$ cat src/rtl/switch_bcd_counter_pkg.sv
// Shared types, segment table and BCD step helper for the switch-driven two-digit counter.
package switch_bcd_counter_pkg;

  typedef enum logic [1:0] {
    ST_IDLE   = 2'd0,
    ST_HOLD   = 2'd1,
    ST_REPEAT = 2'd2
  } state_e;

  typedef enum logic {
    DIR_UP   = 1'b0,
    DIR_DOWN = 1'b1
  } dir_e;

  // Active-low segments, bit6 = A down to bit0 = G.
  localparam logic [6:0] SEG_BLANK = 7'b1111111;
  localparam logic [6:0] SEG_ZERO  = 7'b0000001;

  localparam logic [6:0] SEG_TABLE [10] = '{
    7'b0000001,  // 0
    7'b1001111,  // 1
    7'b0010010,  // 2
    7'b0000110,  // 3
    7'b1001100,  // 4
    7'b0100100,  // 5
    7'b0100000,  // 6
    7'b0001111,  // 7
    7'b0000000,  // 8
    7'b0000100   // 9
  };

  typedef struct packed {
    logic [3:0] tens;
    logic [3:0] ones;
    logic       wrap;
  } bcd_step_t;

  // One BCD step in either direction; wrap flags 99->00 and 00->99.
  function automatic bcd_step_t bcd_step(input logic [3:0] tens,
                                         input logic [3:0] ones,
                                         input dir_e       dir);
    bcd_step_t r;
    r.tens = tens;
    r.ones = ones;
    r.wrap = 1'b0;
    if (dir == DIR_UP) begin
      if (ones == 4'd9) begin
        r.ones = 4'd0;
        if (tens == 4'd9) begin
          r.tens = 4'd0;
          r.wrap = 1'b1;
        end else begin
          r.tens = tens + 4'd1;
        end
      end else begin
        r.ones = ones + 4'd1;
      end
    end else begin
      if (ones == 4'd0) begin
        r.ones = 4'd9;
        if (tens == 4'd0) begin
          r.tens = 4'd9;
          r.wrap = 1'b1;
        end else begin
          r.tens = tens - 4'd1;
        end
      end else begin
        r.ones = ones - 4'd1;
      end
    end
    return r;
  endfunction

endpackage

$ cat src/rtl/seven_seg_decode.sv
// Combinational BCD digit to active-low seven-segment pattern; non-decimal codes blank the digit.
module seven_seg_decode
  import switch_bcd_counter_pkg::*;
(
  input  logic [3:0] i_bcd,
  output logic [6:0] o_seg
);

  always_comb begin
    o_seg = SEG_BLANK;
    if (i_bcd <= 4'd9) begin
      o_seg = SEG_TABLE[i_bcd];
    end
  end

endmodule

$ cat src/rtl/switch_bcd_counter.sv
// Two-digit BCD up/down counter driven by debounced switches, with hold-to-auto-repeat
// and registered seven-segment outputs one cycle behind the digits.
module switch_bcd_counter
  import switch_bcd_counter_pkg::*;
#(
  parameter int HOLD_CYCLES   = 12_500_000,
  parameter int REPEAT_CYCLES = 2_500_000
) (
  input  logic       i_Clk,
  input  logic       i_Reset,
  input  logic       i_Switch_Up,
  input  logic       i_Switch_Down,
  input  logic       i_Switch_Clear,
  output logic [3:0] o_Tens,
  output logic [3:0] o_Ones,
  output logic [6:0] o_Seg_Tens,
  output logic [6:0] o_Seg_Ones,
  output logic       o_Wrap,
  output state_e     o_Dbg_State
);

  localparam int MAX_CYCLES = (HOLD_CYCLES > REPEAT_CYCLES) ? HOLD_CYCLES : REPEAT_CYCLES;
  localparam int TW         = $clog2(MAX_CYCLES);

  localparam logic [TW-1:0] HOLD_LAST   = TW'(HOLD_CYCLES - 1);
  localparam logic [TW-1:0] REPEAT_LAST = TW'(REPEAT_CYCLES - 1);
  localparam logic [TW-1:0] TIMER_ONE   = TW'(1);

  state_e      state_q, state_d;
  dir_e        dir_q, dir_d;
  logic [TW-1:0] timer_q, timer_d;
  logic [3:0]  tens_q, tens_d;
  logic [3:0]  ones_q, ones_d;
  logic        wrap_q, wrap_d;
  logic [6:0]  seg_tens_q, seg_tens_d;
  logic [6:0]  seg_ones_q, seg_ones_d;
  logic        up_prev_q, up_prev_d;
  logic        down_prev_q, down_prev_d;

  logic        up_rise;
  logic        down_rise;
  logic        dir_level;
  logic        do_step;
  dir_e        step_dir;
  bcd_step_t   step_r;

  assign up_rise   = i_Switch_Up   & ~up_prev_q;
  assign down_rise = i_Switch_Down & ~down_prev_q;
  assign dir_level = (dir_q == DIR_UP) ? i_Switch_Up : i_Switch_Down;

  // Segments decode the registered digits, giving the extra cycle of display latency.
  seven_seg_decode u_dec_tens (
    .i_bcd (tens_q),
    .o_seg (seg_tens_d)
  );

  seven_seg_decode u_dec_ones (
    .i_bcd (ones_q),
    .o_seg (seg_ones_d)
  );

  always_comb begin
    state_d     = state_q;
    dir_d       = dir_q;
    timer_d     = timer_q;
    tens_d      = tens_q;
    ones_d      = ones_q;
    wrap_d      = 1'b0;
    up_prev_d   = i_Switch_Up;
    down_prev_d = i_Switch_Down;
    do_step     = 1'b0;
    step_dir    = dir_q;
    step_r      = '0;

    if (i_Switch_Clear) begin
      state_d = ST_IDLE;
      timer_d = '0;
      tens_d  = 4'd0;
      ones_d  = 4'd0;
    end else begin
      unique case (state_q)
        ST_IDLE: begin
          // A rise while the other direction is held is ambiguous and ignored.
          if (up_rise && !i_Switch_Down) begin
            do_step  = 1'b1;
            step_dir = DIR_UP;
            dir_d    = DIR_UP;
            timer_d  = '0;
            state_d  = ST_HOLD;
          end else if (down_rise && !i_Switch_Up) begin
            do_step  = 1'b1;
            step_dir = DIR_DOWN;
            dir_d    = DIR_DOWN;
            timer_d  = '0;
            state_d  = ST_HOLD;
          end
        end
        ST_HOLD: begin
          if (!dir_level) begin
            state_d = ST_IDLE;
            timer_d = '0;
          end else if (timer_q == HOLD_LAST) begin
            do_step = 1'b1;
            timer_d = '0;
            state_d = ST_REPEAT;
          end else begin
            timer_d = timer_q + TIMER_ONE;
          end
        end
        ST_REPEAT: begin
          if (!dir_level) begin
            state_d = ST_IDLE;
            timer_d = '0;
          end else if (timer_q == REPEAT_LAST) begin
            do_step = 1'b1;
            timer_d = '0;
          end else begin
            timer_d = timer_q + TIMER_ONE;
          end
        end
        default: begin
          state_d = ST_IDLE;
          timer_d = '0;
        end
      endcase

      if (do_step) begin
        step_r = bcd_step(tens_q, ones_q, step_dir);
        tens_d = step_r.tens;
        ones_d = step_r.ones;
        wrap_d = step_r.wrap;
      end
    end
  end

  // Edge-detect history keeps tracking the pins during reset so a held switch is not a press.
  always_ff @(posedge i_Clk) begin
    if (i_Reset) begin
      state_q     <= ST_IDLE;
      dir_q       <= DIR_UP;
      timer_q     <= '0;
      tens_q      <= 4'd0;
      ones_q      <= 4'd0;
      wrap_q      <= 1'b0;
      seg_tens_q  <= SEG_ZERO;
      seg_ones_q  <= SEG_ZERO;
      up_prev_q   <= i_Switch_Up;
      down_prev_q <= i_Switch_Down;
    end else begin
      state_q     <= state_d;
      dir_q       <= dir_d;
      timer_q     <= timer_d;
      tens_q      <= tens_d;
      ones_q      <= ones_d;
      wrap_q      <= wrap_d;
      seg_tens_q  <= seg_tens_d;
      seg_ones_q  <= seg_ones_d;
      up_prev_q   <= up_prev_d;
      down_prev_q <= down_prev_d;
    end
  end

  assign o_Tens      = tens_q;
  assign o_Ones      = ones_q;
  assign o_Seg_Tens  = seg_tens_q;
  assign o_Seg_Ones  = seg_ones_q;
  assign o_Wrap      = wrap_q;
  assign o_Dbg_State = state_q;

endmodule

$ cat config.mk
export PLATFORM = sky130hd
export DESIGN_NAME = switch_bcd_counter
export DESIGN_NICKNAME = d
export VERILOG_FILES = /design/src/rtl/switch_bcd_counter_pkg.sv /design/src/rtl/seven_seg_decode.sv /design/src/rtl/switch_bcd_counter.sv
export SDC_FILE = /design/constraint.sdc
export NUM_CORES = 1
export LEC_CHECK = 0
export CAP_MARGIN = 20
export CORE_MARGIN = 2
export CORE_UTILIZATION = 56
export CTS_CLUSTER_SIZE = 30
export DETAILED_ROUTE_END_ITERATION = 6
export PLACE_DENSITY_LB_ADDON = 0.08
export SETUP_SLACK_MARGIN = 0.1
export SLEW_MARGIN = 25
export SYNTH_ARGS = -nofsm -noshare
export SYNTH_HDL_FRONTEND = slang
export SYNTH_SLANG_ARGS = --single-unit
$ cat constraint.sdc
create_clock -name i_Clk -period 3 [get_ports i_Clk]
set_clock_uncertainty 0.2 [all_clocks]
set_input_delay 0.6 -clock i_Clk [delete_from_list [all_inputs] [get_ports i_Clk]]
set_output_delay 0.6 -clock i_Clk [all_outputs]
set_load 0.005 [all_outputs]
==> out/metrics.csv, run 1 <==
metric;value;unit
status;finished clean;
synthesized-area fraction occupied by adder cells;6.62;%
mux contribution to synthesized area;3.31;%
fin crit period;2.69;ns
Via density;5.89;
cell area after layout;0.00331;mm2
Clock power frac;33.4;%
first-pass GRT wire length;10900;um
die area;0.00565;mm2
Syn-to-layout area delta;16.8;%
Slew headroom;62.3;%
Sink Count;52;
critical register-to-register path endpoint;o_Wrap;
Sw Pwr;329;uW
IO Pins;30;
CP delay by family, top;buffers and inverters;
Sequential Power Share;56.5;%
Critical Path, Cell by Cell;clkdlybuf4s50_1 -> buf_4 -> mux2_2 -> nand2_1 -> nor3_1 -> a21o_1 -> nand2_1 -> a31o_2;
largest net degree at the start of global routing;21;
Post-CTS Setup Repair Bufs;0;
gpl congestion;0.908;
Warnings, synthesis;0;
simple-gate area share of the yosys netlist;26.3;%
critical path class;input port to flop;
H-Tree Depth;2;
Setup violations, final;0;
Syn Area/Cell;7.92;um2
DRC violations left;0;
Placed Instances;447;
CP Data Required Time;3.02;ns
Initial Util;58.9;%
RSZ-0062 raised after global routing;no;
total CTS buffers;5;
vias;2678;
Leakage;1.13;nW
max_cap viols;0;
clk_lat worst skew;0.31;ns
# rows;25;
CP Buf/Inv Count;2;
Compound-Gate Fraction of Synth Area;18.4;%
fraction of layout cells with a size suffix above 1;6.19;%
cell chosen for the clock root;clkbuf_8;
syn_nets;378;
Post-Synth XOR/XNOR Area;4.02;%
diode count;0;
final worst path period share;89.7;%
r2r startpoint;o_Dbg_State[1];
fmax;372;MHz
sw frac;26.4;%
Synth Flop Type;dfxtp_1;
Worst Max-Slew Pin Slew;0.565;ns
Int Power;920;uW
R2R depth;9;
most frequent cells in the layout;52 x dfxtp_1, 46 x nand2_1, 44 x nor2_1;
register bit total from synthesis;52;
Die Ht;75.2;um
CTS tree;yes;
fin util;68.8;%
Comb power frac;10.0;%
cell depth of the worst min-delay path;2;
CP max stage cell;clkdlybuf4s50_1;
Syn Inst Count;358;
Worst path most repeated cell;nand2_1;
total grt overflow;0;
Hold/Removal Path Class;flop to flop;
Slew Limit Fails;0;
core area;0.00482;mm2
Place WS;-0.000503;ns
cell area power density;377;mW/mm2
drt total wl;6640;um
vias in the first global route;2338;
Post-synth EDFFs;0;
Worst-path clk slew;0.11;ns
total track usage;24.7;%
VDD IR max;0.252;mV
Worst path max stage delay;0.53;ns
1st-pass router iterations;5;
worst path arrival time;2.71;ns
sequential area share after synthesis;36.7;%
Clock Tree Buf Depth;2;
nets@finish;407;
die width;75.2;um
commonest non-fill, non-tap cell in the layout;dfxtp_1;
setup ws final;0.309;ns
Synth async-reset ratio;0;%
Synth Cell Area;0.00284;mm2
DRT iter0 DRCs;215;
main combinational cell family by area after synthesis;simple AND/OR/NAND/NOR gates;
initial antenna violation count;0;
CP startpoint kind;input port;
Port Buffers;29;
CP Capture Type;flop;
Non-Filler Instances;455;
HPWL after detailed placement;4720;um
Antenna Nets Post-Route;0;
Hold Path End;timer_q[1];
Post-DP Area;0.00321;mm2
Hold Crit Start;timer_q[1];
Hold Fails Final Rpt;0;
CP Max Fanout;12;
Yosys cell types;49;
flop-to-flop setup slack;0.48;ns
WL/cell;14.6;um
==> state kept, by name, summed over array words and instances (netlist names) <==
name         cells
o_Seg_Tens       7
o_Wrap           1
o_Tens           4
timer_q         24
o_Dbg_State      2
down_prev_q      1
o_Ones           4
dir_q            1
o_Seg_Ones       7
up_prev_q        1
==> power groups by stage <==
stage / Sequential [mW] / Combinational (mW) / Clock (mW)
2_1_floorplan: 0.720 / 0.0772 / 0
3_3_place_gp: 0.722 / 0.120 / 0
3_5_place_dp: 0.722 / 0.122 / 0
4_1_cts: 0.706 / 0.123 / 0.431
5_1_grt: 0.708 / 0.138 / 0.453
6_report: 0.706 / 0.125 / 0.418
==> per-stage QoR <==
| step | hold WS [ns] | setup TNS [ns] | power, mW |
|---|---|---|---|
| global placement | 0.277 | 0 | 0.842 |
| global route | 0.328 | 0 | 1.30 |
| floorplan | 0.262 | 0 | 0.797 |
| detailed placement | 0.282 | -0.000503 | 0.844 |
| finish | 0.296 | 0 | 1.25 |
| CTS | 0.298 | 0 | 1.26 |
==> cell usage after synthesis, types with 2 or more instances <==
| cell type | n | area (um2) |
|---|---|---|
| a211oi_1 | 3 | 22.5 |
| a21boi_0 | 3 | 22.5 |
| a21o_1 | 3 | 22.5 |
| a21oi_1 | 24 | 120 |
| a221oi_1 | 2 | 17.5 |
| a311oi_1 | 3 | 26.3 |
| a31oi_1 | 5 | 31.3 |
| a32o_1 | 3 | 30.0 |
| and3_1 | 2 | 12.5 |
| and4_1 | 3 | 26.3 |
| buf_2 | 2 | 10.0 |
| clkbuf_1 | 13 | 48.8 |
| dfxtp_1 | 52 | 1040 |
| ha_1 | 15 | 188 |
| inv_1 | 18 | 67.6 |
| mux2i_1 | 6 | 60.1 |
| nand2_1 | 46 | 173 |
| nand2b_1 | 4 | 25.0 |
| nand3_1 | 22 | 110 |
| nand4_1 | 3 | 18.8 |
| nor2_1 | 44 | 165 |
| nor3_1 | 6 | 30.0 |
| nor3b_1 | 4 | 30.0 |
| nor4_1 | 5 | 31.3 |
| nor4b_1 | 2 | 17.5 |
| nor4bb_1 | 2 | 20.0 |
| o211ai_1 | 4 | 30.0 |
| o21ai_0 | 20 | 100 |
| o21ai_1 | 2 | 10.0 |
| o31ai_1 | 4 | 30.0 |
| or3_1 | 2 | 12.5 |
| or4_1 | 3 | 22.5 |
| xnor2_1 | 11 | 96.3 |
| xor2_1 | 2 | 17.5 |
==> cell type report <==
type / count / area (um2)
Tap cell: 67 / 83.8
Sequential cell: 52 / 1040
Clock buffer: 5 / 68.8
Clock inverter: 3 / 26.3
Fill cell: 431 / 1510
Inverter: 18 / 67.6
Multi-Input combinational cell: 272 / 1670
Timing Repair Buffer: 38 / 358
==> cells by family (layout without fill, tap and decap cells) <==
| logic type | count (synthesis) | count (layout) |
|---|---|---|
| muxes | 8 | 8 |
| AOI/OAI and AO/OA | 83 | 83 |
| and+or+nand+nor | 153 | 153 |
| xor gates and xnor gates | 13 | 13 |
| adders and majority gates | 15 | 15 |
| DFF | 52 | 52 |
| buffers and inverters | 34 | 64 |
==> worst min-delay path: cells and delay by family, from the launching register on <==
family | cells | cell delay (ns)
flops | 1 | 0.35
simple gates | 1 | 0.06
compound gates | 1 | 0.05
==> layer usage <==
layer	track usage, %	routed length, um	vias to the layer above
li1	-	-	1329
met1	35.0	3140	1261
met2	38.6	3060	77
met3	3.75	344	11
met4	8.19	89	0
met5	0	0	-
==> how the worst max path moves through the flow <==
stage                  startpoint          end  slack, ns  cells after the start
floorplan             i_Switch_Up  timer_q[21]       0.61                      7
global route        i_Switch_Down    o_Tens[2]       0.20                      8
finish                i_Switch_Up    o_Tens[2]       0.31                      8
detailed placement  i_Switch_Down  timer_q[18]    -0.0005                      6
global placement    i_Switch_Down  timer_q[21]       0.06                      7
CTS                    timer_q[0]  timer_q[18]       0.19                      7
==> repair_timing <==
| action | 4_1_cts | 5_1_grt |
|---|---|---|
| endpoints found under the setup margin | 0 | 13 |
| gates resized for setup | 0 | 1 |
| hold buffers | 0 | 0 |
No activity file was read; power rests on OpenSTA's default activity.
==> run 2: changes to the inputs <==
--- a/config.mk
+++ b/config.mk
@@ -12,7 +12,7 @@
 export DETAILED_ROUTE_END_ITERATION = 6
 export PLACE_DENSITY_LB_ADDON = 0.08
 export SETUP_SLACK_MARGIN = 0.1
-export SLEW_MARGIN = 25
+export SLEW_MARGIN = 0
 export SYNTH_ARGS = -nofsm -noshare
 export SYNTH_HDL_FRONTEND = slang
 export SYNTH_SLANG_ARGS = --single-unit
==> results of run 2 <==
No change in the layout: final DEF, timing and power equal those of run 1.
